### src/rtl/alu_issue_stage.sv
// Command front-end for the 16-bit combinational ALU: buffers commands in a FIFO,
// drives registered operands for SETTLE cycles, then captures a masked result.
module alu_issue_stage #(
  parameter int DEPTH  = 4,
  parameter int SETTLE = 2
) (
  input  logic                      clk,
  input  logic                      rst_n,
  input  logic                      in_valid,
  output logic                      in_ready,
  input  logic [1:0]                in_op,
  input  logic                      in_sub,
  input  logic                      in_cin,
  input  logic [15:0]               in_opa,
  input  logic [15:0]               in_opb,
  output logic [1:0]                alu_sel,
  output logic [15:0]               alu_opa,
  output logic [15:0]               alu_opb,
  output logic                      alu_cin,
  output logic                      alu_sub,
  input  logic [15:0]               alu_lo,
  input  logic [15:0]               alu_hi,
  input  logic                      alu_cout,
  input  logic                      alu_ovf,
  output logic                      out_valid,
  input  logic                      out_ready,
  output logic [1:0]                out_op,
  output logic [15:0]               out_lo,
  output logic [15:0]               out_hi,
  output logic                      out_cout,
  output logic                      out_ovf,
  output logic [$clog2(DEPTH):0]    fifo_count,
  output logic                      busy
);

  localparam int PTR_W = $clog2(DEPTH);
  localparam int CNT_W = (SETTLE > 1) ? $clog2(SETTLE) : 1;
  localparam logic [PTR_W:0]   FULL_COUNT = (PTR_W + 1)'(DEPTH);
  localparam logic [CNT_W-1:0] LAST_CNT   = CNT_W'(SETTLE - 1);

  typedef struct packed {
    logic [1:0]  op;
    logic        sub;
    logic        cin;
    logic [15:0] opa;
    logic [15:0] opb;
  } cmd_t;

  typedef enum logic [1:0] {IDLE, DRIVE, WAIT_OUT} state_t;

  cmd_t             mem [DEPTH];
  logic [PTR_W-1:0] wr_ptr;
  logic [PTR_W-1:0] rd_ptr;
  state_t           state;
  logic [CNT_W-1:0] cnt;

  logic push;
  logic pop;
  logic fifo_empty;
  logic out_free;
  logic settle_done;
  logic capture;
  cmd_t head;

  // A full FIFO refuses input even when it pops that edge: no pass-through path.
  assign in_ready    = fifo_count < FULL_COUNT;
  assign push        = in_valid && in_ready;
  assign fifo_empty  = (fifo_count == '0);
  assign out_free    = !out_valid || out_ready;
  assign settle_done = (cnt == LAST_CNT);
  assign capture     = ((state == DRIVE && settle_done) || state == WAIT_OUT) && out_free;
  assign pop         = !fifo_empty && (state == IDLE || capture);
  assign head        = mem[rd_ptr];
  assign busy        = (state != IDLE) || !fifo_empty || out_valid;

  // NOTE: the storage array has no reset; the count and pointers alone define
  // which entries are live, so stale contents are never observed.
  always_ff @(posedge clk) begin
    if (push) mem[wr_ptr] <= '{op: in_op, sub: in_sub, cin: in_cin, opa: in_opa, opb: in_opb};
  end

  // NOTE: sequential state uses non-blocking assignments so every register
  // samples pre-edge values regardless of statement order.
  always_ff @(posedge clk or negedge rst_n) begin
    if (!rst_n) begin
      wr_ptr     <= '0;
      rd_ptr     <= '0;
      fifo_count <= '0;
    end else begin
      if (push) wr_ptr <= wr_ptr + PTR_W'(1);
      if (pop)  rd_ptr <= rd_ptr + PTR_W'(1);
      case ({push, pop})
        2'b10:   fifo_count <= fifo_count + (PTR_W + 1)'(1);
        2'b01:   fifo_count <= fifo_count - (PTR_W + 1)'(1);
        default: fifo_count <= fifo_count;
      endcase
    end
  end

  always_ff @(posedge clk or negedge rst_n) begin
    if (!rst_n) begin
      state     <= IDLE;
      cnt       <= '0;
      alu_sel   <= '0;
      alu_opa   <= '0;
      alu_opb   <= '0;
      alu_cin   <= 1'b0;
      alu_sub   <= 1'b0;
      out_valid <= 1'b0;
      out_op    <= '0;
      out_lo    <= '0;
      out_hi    <= '0;
      out_cout  <= 1'b0;
      out_ovf   <= 1'b0;
    end else begin
      case (state)
        IDLE:     if (pop) state <= DRIVE;
        DRIVE: begin
          if (!settle_done)  cnt   <= cnt + CNT_W'(1);
          else if (capture)  state <= pop ? DRIVE : IDLE;
          else               state <= WAIT_OUT;
        end
        WAIT_OUT: if (capture) state <= pop ? DRIVE : IDLE;
        default:  state <= IDLE;
      endcase

      // Loading the issue register restarts the settle window.
      if (pop) begin
        alu_sel <= head.op;
        alu_opa <= head.opa;
        alu_opb <= head.opb;
        alu_cin <= head.cin;
        alu_sub <= head.sub;
        cnt     <= '0;
      end

      if (capture) begin
        out_valid <= 1'b1;
        out_op    <= alu_sel;
        out_lo    <= alu_lo;
        out_hi    <= alu_sel[1] ? alu_hi : 16'h0000;
        out_cout  <= alu_sel[1] ? 1'b0 : alu_cout;
        out_ovf   <= (alu_sel == 2'b01) ? alu_ovf : 1'b0;
      end else if (out_ready) begin
        out_valid <= 1'b0;
      end
    end
  end

endmodule

### config.mk
export PLATFORM = sky130hd
export DESIGN_NAME = alu_issue_stage
export DESIGN_NICKNAME = d
export VERILOG_FILES = /design/src/rtl/alu_issue_stage.sv
export SDC_FILE = /design/constraint.sdc
export NUM_CORES = 1
export LEC_CHECK = 0
export ABC_AREA = 1
export ABC_CLOCK_PERIOD_IN_PS = 3600
export CAP_MARGIN = 20
export CORE_UTILIZATION = 40
export DETAILED_ROUTE_END_ITERATION = 7
export HOLD_SLACK_MARGIN = 0.02
export SLEW_MARGIN = 20
export SYNTH_ARGS = -nofsm -noshare
export SYNTH_HDL_FRONTEND = slang
export SYNTH_SLANG_ARGS = --single-unit
### constraint.sdc
create_clock -name clk -period 3.6 [get_ports clk]
set_input_delay 0.72 -clock clk [delete_from_list [all_inputs] [get_ports clk]]
set_output_delay 0.72 -clock clk [all_outputs]
set_load 0.01 [all_outputs]
==> results.txt <==
CTS Root Cell - clkbuf_16
Leakage Power - 5.11 nW
RD Place Congestion - 0.736
Avg WL per Cell - 14.9 um
Max-Cap Viols - 0
r2r endpoint - fifo_count[2]
# nets final - 1104
Mean Syn Cell Area - 10.4 um2
min-delay worst type - in2async
status - complete, no violations
Total GRT Usage - 17.0%
Critical Path End - busy
worst path arrival time - 1.89 ns
Final Power - 10.1 mW
row count - 54
min Tclk post-route - 2.61 ns
most common cell after layout, fill and taps aside - nand2_1
Worst Tran Pin Value - 1.07 ns
reg2reg start - fifo_count[2]
# resized after CTS - 0
WP depth - 3
EDFF count, synth - 144
Rel. slew slack - 28.5%
max-slew violation count - 0
Gate Count Post-Synth - 874
most common flop cell mapped by yosys - edfxtp_1
Vias - 6189
worst-path fanout max - 4
total wire length - 19.7 mm
PwrDens - 865 nW/um2
CTS tree - built
worst reg-to-reg setup slack - 1.47 ns
post-route ant nets - 0
Critical Path Max Stage Delay - 0.52 ns
Max Fclk - 0.384 GHz
Iter 0 DRT Violations - 376
initial antenna violation count - 1
final hold violations - 0
final setup fails - 0
H-tree depth - 1
Synth async-reset ratio - 36.6%
post-DP HPWL - 12.0 mm
hold_buf cts - 0
Skew-Pair Late Insertion Delay - 0.52 ns
Clock Path Buffers - 3
die height - 153 um
Setup TNS Final - 0 ns
Worst-path clk slew - 0.06 ns
clk_skew - 0.00702 ns
cts bufs inserted - 25
RSZ-0062 raised after global routing - false
CP top delay family - buffers and inverters
Residual DRC - 0
CORE AREA - 22100 um2
Yosys reg bits - 227
crit path cell chain - nor3_2, nand4_1, clkdlybuf4s50_1
Worst setup startpoint - fifo_count[1]
Post-CTS Setup Bufs - 0
Die Wd - 153 um
GRT Residual Overflow - 0
VDD IR max - 0.505 mV
Initial Util - 41.2%
largest net degree at the start of global routing - 110
Clock Sinks - 227
worst reg-to-reg path cell count - 8
Mapped Area - 9110 um2
slowest CP cell - clkdlybuf4s50_1
WP buf/inv - 1
Pre-antenna DRT Iters - 5
Avg Vias per Cell - 4.67
Port Buf Inserts - 151
Die Area - 23400 um2
sequential-to-total area share from yosys stat - 70.2%
crit path kind - reg2out
proportion of layout cells with a drive suffix above 1 - 6.62%
Synth cell types - 24
final period utilization - 72.4%
Startpoint Class - flip-flop
CP Data Required Time - 2.88 ns
Layout area overhead - 28.7%
syn_nets - 954
Yosys warnings - 0
commonest cells after routing, fill and taps aside - nand2_1, clkdlybuf4s50_1, edfxtp_1
vias in the first global route - 6018
Crit. End Element - output port
first-pass GRT wire length - 31.9 mm
Ports - 152
cell usage after synthesis (2+ instances only):
| cell type | instances | area (um2) |
|---|---|---|
| a21oi_1 | 2 | 10.0 |
| buf_1 | 4 | 15.0 |
| buf_2 | 27 | 135 |
| buf_4 | 4 | 30.0 |
| buf_6 | 3 | 33.8 |
| clkbuf_1 | 3 | 11.3 |
| dfrtp_1 | 83 | 2080 |
| edfxtp_1 | 144 | 4320 |
| ha_1 | 5 | 62.6 |
| inv_1 | 54 | 203 |
| inv_2 | 4 | 15.0 |
| nand2_1 | 401 | 1510 |
| nand2_2 | 3 | 18.8 |
| nand3_1 | 40 | 200 |
| nor2_1 | 47 | 176 |
| o21ai_0 | 41 | 205 |
| xor2_1 | 2 | 17.5 |
registers in the layout (all words and copies together) (netlist names), 3 cells and up:
register,cells
mem,144
out_hi,16
fifo_count,3
alu_opa,16
alu_opb,16
out_lo,16
how the worst min path moves through the flow:
| stage | from | end | slack [ns] | depth (start not counted) |
|---|---|---|---|---|
| final | rst_n | out_lo[10] | 0.29 | 1 |
| after global routing | rst_n | out_lo[10] | 0.36 | 1 |
| after CTS | rst_n | out_lo[10] | 0.32 | 1 |
| after detailed placement | alu_opa[13] | alu_opa[13] | 0.46 | 2 |
| after global placement | alu_opa[10] | alu_opa[10] | 0.46 | 2 |
| after floorplan | rst_n | alu_cin | 0.42 | 0 |
kinds of logic (layout without fill, tap and decap cells):
logic type	Yosys count	count (layout)	synth area share, %
adder cells (fa/ha/maj)	6	6	0.906
buffers and inverters	99	268	4.86
AO/OA/AOI/OAI	44	44	2.42
flip-flops	227	227	70.2
XOR/XNOR	3	3	0.288
AND/OR/NAND/NOR	495	495	21.3
other	0	1	0
where the power goes:
| part | switching [mW] | internal (mW) | total [mW] |
|---|---|---|---|
| sequential | 0.287 | 3.50 | 3.78 |
| clock | 1.01 | 1.52 | 2.52 |
| combinational | 2.29 | 1.55 | 3.83 |
| total | 3.58 | 6.56 | 10.1 |
stage by stage:
stage	utilization [%]	std cells	area, um2	setup WS, ns	hold WS, ns
floorplan	-	874	9110	0.747	0.424
global placement	49.4	1277	10900	0.830	0.456
detailed placement	49.4	1277	10900	0.822	0.458
CTS	53.1	1323	11700	0.955	0.320
global route	53.1	1323	11700	0.896	0.359
finish	53.1	1324	11700	0.994	0.290
final cells by class:
type	count	area (um2)
antenna	1	2.50
clock buffer	35	708
clock inverter	11	109
fill	1926	10400
inverter	58	218
multi-input combinational	548	2300
sequential	227	6410
tap	280	350
timing repair buffer	164	1630
layer usage:
layer  vias up  track usage, %  wire length, um
li1       3103               -                -
met1      2885            23.0             9070
met2       168            28.5             9170
met3        31            3.23             1110
met4         2            4.04              304
met5         -               0               18
Power figures use the tool's default switching activity.
